==> config.mk <==
export PLATFORM = sky130hd
export DESIGN_NAME = match_event_generator
export DESIGN_NICKNAME = d
export VERILOG_FILES = /design/src/rtl/match_pkg.sv /design/src/rtl/match_event_generator_hold_timer.sv /design/src/rtl/match_event_generator.sv
export SDC_FILE = /design/constraint.sdc
export NUM_CORES = 1
export LEC_CHECK = 0
export ABC_CLOCK_PERIOD_IN_PS = 2000
export CAP_MARGIN = 5
export CELL_PAD_IN_SITES_DETAIL_PLACEMENT = 1
export CELL_PAD_IN_SITES_GLOBAL_PLACEMENT = 1
export CORE_MARGIN = 4
export CORE_UTILIZATION = 30
export CTS_BUF_LIST = sky130_fd_sc_hd__clkbuf_4
export DETAILED_ROUTE_END_ITERATION = 8
export MAX_ROUTING_LAYER = met4
export PLACE_DENSITY_LB_ADDON = 0.1
export SYNTH_ARGS = -nofsm -noshare
export SYNTH_HDL_FRONTEND = slang
export SYNTH_SLANG_ARGS = --single-unit
==> constraint.sdc <==
create_clock -name clk -period 2 [get_ports clk]
set_clock_uncertainty 0.1 [all_clocks]
set_input_delay 0.3 -clock clk [delete_from_list [all_inputs] [get_ports clk]]
set_output_delay 0.3 -clock clk [all_outputs]
set_load 0.01 [all_outputs]
==> src/rtl/match_pkg.sv <==
// match_pkg: shared types, default constants and the saturating-increment helper
//   state_t         - turn FSM state encoding
//   HOLD_CYCLES_DEF - default match/not_match hold window
//   VAL_W_DEF       - default card value width
//   sat_inc()       - increment that sticks at the all-ones value of a w-bit counter
package match_pkg;

   typedef enum logic [1:0] {IDLE, HAVE_FIRST, SIGNAL} state_t;

   localparam int HOLD_CYCLES_DEF = 1000;
   localparam int VAL_W_DEF       = 4;

   function automatic logic [31:0] sat_inc(input logic [31:0] count, input int unsigned w);
      logic [31:0] max;
      max = (w >= 32) ? '1 : ((32'd1 << w) - 32'd1);
      return (count >= max) ? count : count + 32'd1;
   endfunction

endpackage

==> src/rtl/match_event_generator_hold_timer.sv <==
// hold_timer: loadable down-counter that stops at zero
//   clk, rst - clock, asynchronous active-high reset
//   load     - load value (has priority over en)
//   en       - count down by one while nonzero
//   value    - load value
//   zero     - counter currently reads 0
module hold_timer #(
   parameter int CNT_W = 20
) (
   input  logic             clk,
   input  logic             rst,
   input  logic             load,
   input  logic             en,
   input  logic [CNT_W-1:0] value,
   output logic             zero
);

   logic [CNT_W-1:0] cnt;

   always_ff @(posedge clk or posedge rst)
      if (rst)
         cnt <= '0;
      else if (load)
         cnt <= value;
      else if (en && cnt != '0)
         cnt <= cnt - 1'b1;

   assign zero = (cnt == '0);

endmodule

==> src/rtl/match_event_generator.sv <==
// match_event_generator: compares two card selections per turn and drives match/not_match for a hold window
//   clk, rst          - clock, asynchronous active-high reset
//   clear             - synchronous abort of the current turn (score counters kept)
//   sel_valid/ready   - selection handshake, sel_value carries the card value
//   match, not_match  - registered result, high for HOLD_CYCLES cycles per turn
//   busy              - a turn is in progress (HAVE_FIRST or SIGNAL)
//   pair_done         - one-cycle pulse on the first IDLE cycle after a completed hold window
//   hit_count         - saturating count of matches
//   miss_count        - saturating count of mismatches
module match_event_generator
   import match_pkg::*;
#(
   parameter int VAL_W       = VAL_W_DEF,
   parameter int HOLD_CYCLES = HOLD_CYCLES_DEF,
   parameter int CNT_W       = 20,
   parameter int SCORE_W     = 8
) (
   input  logic               clk,
   input  logic               rst,
   input  logic               clear,
   input  logic               sel_valid,
   input  logic [VAL_W-1:0]   sel_value,
   output logic               sel_ready,
   output logic               match,
   output logic               not_match,
   output logic               busy,
   output logic               pair_done,
   output logic [SCORE_W-1:0] hit_count,
   output logic [SCORE_W-1:0] miss_count
);

   localparam logic [CNT_W-1:0] HOLD_LOAD = CNT_W'(HOLD_CYCLES - 1);

   state_t           state, state_n;
   logic [VAL_W-1:0] first_val;
   logic             eq_reg, eq_now, eq_sel;
   logic             xfer, second, hold_zero, done_n;

   hold_timer #(.CNT_W(CNT_W)) u_hold (
      .clk   (clk),
      .rst   (rst),
      .load  (second),
      .en    (state == SIGNAL),
      .value (HOLD_LOAD),
      .zero  (hold_zero)
   );

   assign sel_ready = ~rst & (state != SIGNAL);
   assign busy      = (state != IDLE);

   always_ff @(posedge clk or posedge rst)
      if (rst)
         state <= IDLE;
      else
         state <= state_n;

   // clear outranks any transfer, so a clear cycle never counts as a handshake
   always_comb begin
      xfer    = sel_valid & sel_ready & ~clear;
      second  = (state == HAVE_FIRST) & xfer;
      eq_now  = (sel_value == first_val);
      eq_sel  = second ? eq_now : eq_reg;
      done_n  = (state == SIGNAL) & hold_zero & ~clear;
      state_n = clear                          ? IDLE       :
                (state == IDLE && xfer)        ? HAVE_FIRST :
                second                         ? SIGNAL     :
                (state == SIGNAL && hold_zero) ? IDLE       : state;
   end

   always_ff @(posedge clk or posedge rst)
      if (rst) begin
         first_val  <= '0;
         eq_reg     <= 1'b0;
         match      <= 1'b0;
         not_match  <= 1'b0;
         pair_done  <= 1'b0;
         hit_count  <= '0;
         miss_count <= '0;
      end else begin
         if (state == IDLE && xfer)
            first_val <= sel_value;
         if (second) begin
            eq_reg <= eq_now;
            if (eq_now)
               hit_count <= SCORE_W'(sat_inc(32'(hit_count), SCORE_W));
            else
               miss_count <= SCORE_W'(sat_inc(32'(miss_count), SCORE_W));
         end
         match     <= (state_n == SIGNAL) &  eq_sel;
         not_match <= (state_n == SIGNAL) & ~eq_sel;
         pair_done <= done_n;
      end

endmodule

==> flow_summary_export.csv <==
group,metric,value,unit
run_status,status,"complete, but fails checks",
run_status,violations,"setup timing",
drt,drtPass1Iterations,4,
critical_path,ff2ff_path_depth,5,
power_and_ir_drop,ir_worst_vdd,0.3397,mV
sta,finalHoldViolations,0,
clocking,clk_latency,0.38,ns
final_layout,area_growth,43.79,%
floorplan,die_area,9662,sq um
drt,via_count,2111,
clocking,root_buffer,"clkbuf_4",
drt,highest_layer,"met4",
sta,slew_viol_final,0,
floorplan,dieHeight,98.30,um
yosys,synth_edf_count,0,
global_routing,grt.overflow.total,0,
final_layout,largest_reg_flops,20,
clocking,h-tree-depth,2,
clocking,cts_hold_buf,0,
clocking,cts_tree,"built",
clocking,cts.path.max_buffers,2,
global_routing,antenna_found_initial,0,
drt,routed_wl,6.451,mm
placement,routabilityCongestion,0.7291,
critical_path,worstPathMaxFanout,4,
clocking,clkSinkCount,46,
drt,drt_iter0_markers,58,
yosys,synth_xor_area_frac,0.06803,
drt,drc,0,
yosys,yosys.area.top_type,"dfrtp_1",
yosys,ys_ff_latch,46,
yosys,synth_compound_area_frac,0.09309,
yosys,synth.avg_cell_area,10.82,sq um
floorplan,rows,32,
sta,fin_crit,2.015,ns
sta,max_freq,0.4963,GHz
yosys,synth_cell_types,49,
yosys,netlist_area,2446,sq um
floorplan,die_x,98.30,um
sta,tns,-0.01554,ns
yosys,synthMostInstantiatedCell,"dfrtp_1",
critical_path,end_kind,"flop",
final_layout,n_antenna_cell,0,
floorplan,num_io_pins,29,
floorplan,core_area,7807,sq um
global_routing,grtUsageTotal,0.1422,
sta,tightest_slew,0.4023,ns
sta,whs,0.3634,ns
drt,met2RoutedLength,3.195,mm
yosys,synthMuxAreaShare,0.05678,
yosys,yosysTopAreaCellShare,0.4706,
yosys,ys_dominant_reg_cell,"dfrtp_1",
power_and_ir_drop,finalPower,2.772,mW
sta,rsz0062_at_grt,"yes",
sta,fin_ws,-0.01501,ns
global_routing,grt_pass1_wl,10.94,mm
sta,max_slew_margin,0.7298,
critical_path,crit_required,2.22,ns
hold_path,hold_path_class,"in2async",
critical_path,arrival,2.24,ns
final_layout,top_register,"u_hold.cnt",
global_routing,first_global_vias,2144,
job,drv_cap,0,
critical_path,startpoint_type,"flop",
floorplan,start_util,0.3133,
yosys,synthArstFlopShare,1.000,
yosys,synth_fa_ha_area_frac,0.02046,
drt,ant_nets,0,
yosys,synthTopCellsByArea,"dfrtp_1 (47%), xor2_1 (4.7%), mux2_2 (3.2%)",
power_and_ir_drop,p_leak,1.500,nW
final_layout,reg_top3,"u_hold.cnt (20), hit_count (8), miss_count (8)",
final_layout,nNetsFinal,324,
yosys,syn_inst,226,
yosys,netlist_top_cells_count,"dfrtp_1 (46), nand3_1 (15), nand2_1 (13), xor2_1 (13), nor2_1 (12)",
sta,setup_violations,2,
yosys,synthSimpleGateAreaFrac,0.2614,
sta,period_share,1.008,
clocking,path_clk_slew,0.16,ns
clocking,cts_buffers,5,
yosys,seq_area_frac_synth,0.4706,
global_routing,grt_max_degree,47,
critical_path,worst-setup-path-type,"reg2reg",
yosys,synth_nets,238,
power_and_ir_drop,p_per_area,788.1,nW/um^2
drt,wirelength_met1,2.992,mm
placement,place_worst_setup_slack,-0.1591,ns
yosys,yosysWarningCount,0,
placement,port_buffers,28,
final_layout,utilization,0.4505,
drt,post_drt_via_cell_ratio,5.087,
drt,wl_per_cell,15.54,um
yosys,synth_top_family_by_area,"simple AND/OR/NAND/NOR gates",
final_layout,layout-drive-gt1-share,0.3674,
placement,dp_hpwl,4.443,mm
drt,wl_met3,154,um
==> layout make-up <==
type                            count  area (sq um)
Multi-Input combinational cell    169          1375
Sequential cell                    46          1151
Tap cell                          102         127.6
Inverter                            5         18.77
Timing Repair Buffer               85         762.0
Clock buffer                        5         37.54
Fill cell                         882          4290
Clock inverter                      3         45.04
==> critical path, stage by stage (launching register included) <==
cell	delay, ns
dfrtp_1	0.41
or4_4	0.58
buf_6	0.15
nand2b_4	0.13
or4_4	0.47
a21oi_2	0.12
==> what timing repair did <==
| item | 4_1_cts | 5_1_grt |
|---|---|---|
| setup endpoints to repair | 17 | 29 |
| setup buffers | 3 | 6 |
| gates cloned | 1 | 0 |
| resized for setup | 9 | 36 |
| pin swaps | 4 | 12 |
==> cell usage in the layout, fill, tap and decap left out, drive strengths merged, types with 2 or more instances in the layout <==
cell           count
a21oi             10
and2b              2
and4               2
and4b              2
buf               57
clkbuf             5
clkdlybuf4s50     26
clkinvlp           2
dfrtp             46
ha                 4
inv                5
mux2               7
mux2i              6
nand2             13
nand2b             2
nand3             15
nand4              6
nand4b             2
nor2              12
nor2b              3
nor3               7
nor4               9
nor4b              4
o211ai             3
o21ai              7
o31ai              9
or2                4
or3                3
or4                7
xnor2              6
xor2              13
==> path summary, 6_finish.rpt <==
path	startpoint	endpoint	slack, ns
max	u_hold.cnt[15]	u_hold.cnt[19]	-0.02
min	rst	first_val[0]	0.36
max reg2reg	u_hold.cnt[15]	u_hold.cnt[19]	-0.02
min reg2reg	u_hold.cnt[10]	u_hold.cnt[10]	0.40
max in group asynchronous	rst	match	1.22
min in group clk	u_hold.cnt[10]	u_hold.cnt[10]	0.40
==> stage by stage <==
step | area [sq um] | std cells
6_report | 3517 | 415
5_1_grt | 3517 | 415
4_1_cts | 3328 | 409
3_5_place_dp | 3186 | 397
3_3_place_gp | 3186 | 397
2_1_floorplan | 2446 | 226
==> layer usage <==
metal / up-vias / GRT usage
met4: 0 / 0.04412
met1: 1064 / 0.1827
met2: 25 / 0.2246
met5: - / -
li1: 1013 / -
met3: 9 / 0.03000
==> where the power goes <==
group          switching (mW)  total, mW  leakage (nW)  internal [mW]
Combinational           0.397      0.882         0.894          0.485
Clock                   0.350      0.613        0.0374          0.263
Sequential              0.179       1.28         0.569           1.10
Total                   0.926       2.77          1.50           1.85
==> cell families after synthesis <==
group / Yosys count
mux: 13
flops: 46
xor+xnor: 19
fa+ha+maj: 4
compound gates: 34
buf+inv: 12
simple gates: 98
No activity file was read; power rests on OpenSTA's default activity.
==> patch 1 (config.mk and constraints unchanged) <==
Put one more register stage on the output `miss_count`, without a reset. The value now appears one clock later. The other outputs are not delayed to match.
--- a/src/rtl/match_event_generator.sv
+++ b/src/rtl/match_event_generator.sv
@@ -31,4 +31,6 @@
 
    localparam logic [CNT_W-1:0] HOLD_LOAD = CNT_W'(HOLD_CYCLES - 1);
+
+   logic [SCORE_W-1:0] miss_count_s0;
 
    state_t           state, state_n;
@@ -76,5 +78,5 @@
          pair_done  <= 1'b0;
          hit_count  <= '0;
-         miss_count <= '0;
+         miss_count_s0 <= '0;
       end else begin
          if (state == IDLE && xfer)
@@ -85,5 +87,5 @@
                hit_count <= SCORE_W'(sat_inc(32'(hit_count), SCORE_W));
             else
-               miss_count <= SCORE_W'(sat_inc(32'(miss_count), SCORE_W));
+               miss_count_s0 <= SCORE_W'(sat_inc(32'(miss_count_s0), SCORE_W));
          end
          match     <= (state_n == SIGNAL) &  eq_sel;
@@ -92,4 +94,8 @@
       end
 
+   always_ff @(posedge clk) begin
+      miss_count <= miss_count_s0;
+   end
+
 endmodule
 
Function: changed (a bounded check fails within 4 cycles, from zero or initial values and one cycle with rst high).
==> patch 1 against the original RTL <==
- the flow still finishes with violations (negative setup slack)
- wire length fell by 2.9%
- power rose by 8.4%
- critical path type unchanged
- critical endpoint is now u_hold.cnt[16]$_DFFE_PP0P_
- largest cell class unchanged
- synthesized area up 3.2%
- sequential cell count up 8
- die area up 3.0%
- setup slack got worse by 0.16 ns
- design area up 3.7%
==> patch 1: results (changes against the original RTL) <==
metric;value;unit;change
synth_commonest_cells;dfrtp_1, nor2_1, nand2_1;;
via_per_inst;4.87;;-4.2%
status;finished, violations left;;
hold_path.class;reg2reg;;
grt_pass1_wl;10.8;mm;-1.1%
syn_nets;251;;+5.5%
relSlewSlack;72.5;%;-0.47 points
path_clk_slew;0.17;ns;
seq_area_frac_synth;51.9;%;+4.9 points
synth_top_area_cell;dfrtp_1;;
postSynth.asyncResetShare;85.2;%;-15 points
hold_ws;0.315;ns;-0.0487 ns
synth_compound_area_share;7.19;%;-2.1 points
root_buffer;clkbuf_4;;
largest_reg_flops;20;;unchanged
timing.final.ws_setup;-0.173;ns;-0.158 ns
holdCritStartpoint;miss_count_s0[7]$_DFFE_PP0P_;;
routed_wirelength;6.26;mm;-2.9%
violations;negative setup slack;;
vdd_drop_max;406;uV;+20%
regToRegEndpoint;u_hold.cnt[16]$_DFFE_PP0P_;;
whs_endpoint;miss_count[7]$_DFF_P_;;
crit_start;u_hold.cnt[8]$_DFFE_PP0P_;;
max_flop_register;u_hold.cnt;;
p_leak;1.59;nW;+5.8%
critPathMaxFanout;8;;+4
layout.nets;331;;+2.2%
post-dp-hpwl;4.61;mm;+3.8%
fill_cells;902;;+2.3%
synth_cell_types;42;;-14%
setup_viol;11;;+9
routabilityCongestion;0.725;;-0.58%
netlist_top_cells_area;dfrtp_1, dfxtp_1, mux2i_1;;
synth_fa_ha_area_share;1.98;%;-0.064 points
drive_above_1_share;33.8;%;-3.0 points
insertion_delay;0.38;ns;about the same
reg2reg_depth;4;;-1
place_area;0.00324;sq mm;+1.6%
finalSetupTns;-0.791;ns;-0.776 ns
r2r_start;u_hold.cnt[8]$_DFFE_PP0P_;;
cp.arrival;2.40;ns;+0.16 ns
grt_usage;13.8;%;-0.38 points
drt_iter0_drc;35;;-40%
synthXorXnorAreaFrac;6.59;%;-0.21 points
clock_path_buffers;2;;unchanged
ys_warn_count;0;;unchanged
dr.pass1.iters;3;;-1
synth_mux_area_share;7.88;%;+2.2 points
port_buffers;28;;unchanged
grt_max_degree;31;;-34%
h-tree-depth;2;;unchanged
grt_pass1_vias;2274;;+6.1%
==> patch 1: how the worst max path moves through the flow <==
stage	endpoint	slack, ns	cells after the start
after floorplan	u_hold.cnt[14]$_DFFE_PP0P_	-0.35	6
after global placement	u_hold.cnt[7]$_DFFE_PP0P_	-0.22	5
after detailed placement	hit_count[1]$_DFFE_PP0P_	-0.26	6
after CTS	u_hold.cnt[16]$_DFFE_PP0P_	-0.17	4
after global routing	u_hold.cnt[14]$_DFFE_PP0P_	-0.24	7
final	u_hold.cnt[16]$_DFFE_PP0P_	-0.17	4
==> patch 1: logic make-up after synthesis <==
kind of cell | Yosys count
and+or+nand+nor | 100
DFF | 54
AOI/OAI and AO/OA | 29
xor gates and xnor gates | 19
muxes | 19
buffers and inverters | 14
adders and majority gates | 4
==> patch 1: per-layer routing <==
metal  vias up  wire length (um)  GRT usage, %  share of wire, %
met5         -                 0             -                 0
met4         0                82          3.57               1.3
met3         7               113          2.31               1.8
met2        23              3180          23.0                51
met1      1030              2890          17.4                46
li1       1011                 -             -                 -
==> patch 1: per-stage QoR <==
step                      cells  setup slack (ns)  total power [mW]
final                       425            -0.173              3.00
after global routing        425            -0.237              3.23
after CTS                   416            -0.175              2.96
after detailed placement    406            -0.257              2.22
after global placement      406            -0.215              2.18
after floorplan             239            -0.346              1.82
==> patch 1: power breakdown <==
| group | total (mW) | switching, mW | internal (mW) |
|---|---|---|---|
| Combinational | 0.936 | 0.431 | 0.505 |
| Sequential | 1.42 | 0.142 | 1.28 |
| Clock | 0.649 | 0.377 | 0.272 |
==> patch 1: critical path, cell delays in order (launching register included) <==
cell and delay [ns]:
dfrtp_1 0.41, or4_4 0.54, or4_4 0.49, or4_4 0.44, a21oi_2 0.14
==> patch 1: repair_timing <==
action,in CTS,in global routing
pin swaps,10,18
setup endpoints to repair,21,35
setup buffers,2,11
resized for setup,23,35
==> patch 1: area by class of cell <==
cell class / count / area (sq um) / share of cell area (%)
well taps: 105 / 131 / 3.60
multi-input cells: 171 / 1390 / 38.2
flip-flops and latches: 54 / 1310 / 36.0
inverters: 5 / 21.3 / 0.583
clock inverters: 3 / 48.8 / 1.34
clock buffers: 5 / 37.5 / 1.03
repair buffers: 82 / 703 / 19.3
==> patch 2 (same settings) <==
Made on the original files. `HOLD_CYCLES_DEF`: 1000 -> 500.
--- a/src/rtl/match_pkg.sv
+++ b/src/rtl/match_pkg.sv
@@ -8,5 +8,5 @@
    typedef enum logic [1:0] {IDLE, HAVE_FIRST, SIGNAL} state_t;
 
-   localparam int HOLD_CYCLES_DEF = 1000;
+   localparam int HOLD_CYCLES_DEF = 500;
    localparam int VAL_W_DEF       = 4;
 
Formal check against the unedited RTL: no difference found for any inputs over 10 cycles, from zero or initial values and one cycle with rst high; that may be too few to reach the edited logic, so the function may still have changed.
==> patch 2 against the original RTL <==
- the run still ends with negative setup slack left
- synthesized area fell by 5.8%
- design area is 6.7% lower
- sequential cell count is the same
- power decreased by 3.0%
- sequential share of layout area is 2.4 points higher
- worst hold slack better by 0.044 ns
- setup slack worse by 0.23 ns
- combinational power grew 6.6%
- wire length is 7.8% lower
- highest routed layer unchanged
==> patch 2: results (changes against the original RTL) <==
metric;value;unit;change
status;finished, violations left;;
violations;negative setup slack;;
crit_start;u_hold.cnt[1]$_DFFE_PP0P_;;
critPathMaxStageDelay;0.56;ns;-0.02 ns
layout.nets;317;;-2.2%
grt_use_met2;22.6;%;+0.18 points
drt_iter0_drc;29;;-50%
synth_cell_types;40;;-18%
post-dp-hpwl;4.28;mm;-3.6%
vdd_drop_max;271;uV;-20%
grtUsageMet3;2.92;%;-0.080 points
syn_nets;232;;-2.5%
hold_path.class;reg2reg;;
path_clk_slew;0.14;ns;-0.02 ns
place_area;0.00306;sq mm;-3.9%
p_leak;1.42;nW;-5.3%
vias;1943;;-8.0%
cp.arrival;2.42;ns;+0.18 ns
dp.cells;390;;-1.8%
grt_usage;14.6;%;+0.36 points
seq_area_frac_synth;49.9;%;+2.9 points
use_met1;19.1;%;+0.85 points
synth_commonest_cells;dfrtp_1, nor2_1, xnor2_1;;
setup_viol;22;;+20
relSlewSlack;59.8;%;-13 points
timing.final.ws_setup;-0.241;ns;-0.226 ns
grt_pass1_wl;10.0;mm;-8.1%
-- patch 2: cell types whose count changed in the layout (fill, tap and decap cells not counted), sizes merged, moves of 4 or more --
cell	before	now
or4	7	2
nor4	9	4
o31ai	9	1
xnor2	6	21
nand3	15	11
nand4	6	10
nor2	12	25
xor2	13	3
-- patch 2: power by group --
group | switching [mW] | internal, mW
clock network | 0.326 | 0.152
registers | 0.162 | 1.11
logic | 0.424 | 0.516
-- patch 2: worst paths after layout --
check | end | slack, ns | depth (start not counted)
setup / recovery | u_hold.cnt[5]$_DFFE_PP0P_ | -0.24 | 7
setup reg to reg | u_hold.cnt[5]$_DFFE_PP0P_ | -0.24 | 7
hold / removal | hit_count[7]$_DFFE_PP0P_ | 0.41 | 1
min in group asynchronous | state[1]$_DFF_PP0_ | 0.46 | 4
max in group asynchronous | u_hold.cnt[0]$_DFFE_PP0P_ | 0.92 | 4
hold reg to reg | hit_count[7]$_DFFE_PP0P_ | 0.41 | 1
-- patch 2: stage by stage --
| stage | hold WS (ns) | total power [mW] | setup slack, ns |
|---|---|---|---|
| after floorplan | 0.266 | 1.68 | -0.172 |
| after global placement | 0.388 | 2.12 | -0.291 |
| after detailed placement | 0.390 | 2.14 | -0.284 |
| after CTS | 0.409 | 2.71 | -0.239 |
| after global routing | 0.422 | 2.88 | -0.340 |
| final | 0.407 | 2.69 | -0.241 |
-- patch 2: cell type report --
| type | instances | area, sq um | area share [%] |
|---|---|---|---|
| multi-input cells | 163 | 1230 | 37.5 |
| flip-flops and latches | 46 | 1150 | 35.1 |
| repair buffers | 82 | 691 | 21.1 |
| well taps | 99 | 124 | 3.78 |
| clock buffers | 6 | 45.0 | 1.37 |
| inverters | 7 | 26.3 | 0.801 |
| clock inverters | 2 | 13.8 | 0.420 |
-- patch 2: cell families (layout without fill, tap and decap cells) --
logic type,Yosys count,after routing,share of synthesized area (%)
and+or+nand+nor,105,105,26.9
AOI/OAI and AO/OA,20,20,5.37
buffers and inverters,11,97,1.85
DFF,46,46,49.9
adders and majority gates,4,4,2.17
muxes,10,10,4.67
xor gates and xnor gates,24,24,9.12
-- patch 2: critical path, delay by kind of cell (launching register included) --
family	cells	cell delay, ns
DFF	1	0.41
AOI/OAI and AO/OA	1	0.20
muxes	1	0.12
and+or+nand+nor	3	1.10
adders and majority gates	1	0.13
buffers and inverters	1	0.09
-- patch 2: timing repair --
action,CTS,global route
resized for setup,23,8
pin swaps,15,7
buffers inserted,6,2
setup endpoints to repair,27,25
-- patch 2: metal layers --
layer | vias up | routed length (um)
met1 | 949 | 2790
met3 | 10 | 197
li1 | 953 | -
met5 | - | 0
met4 | 0 | 75
met2 | 31 | 2880
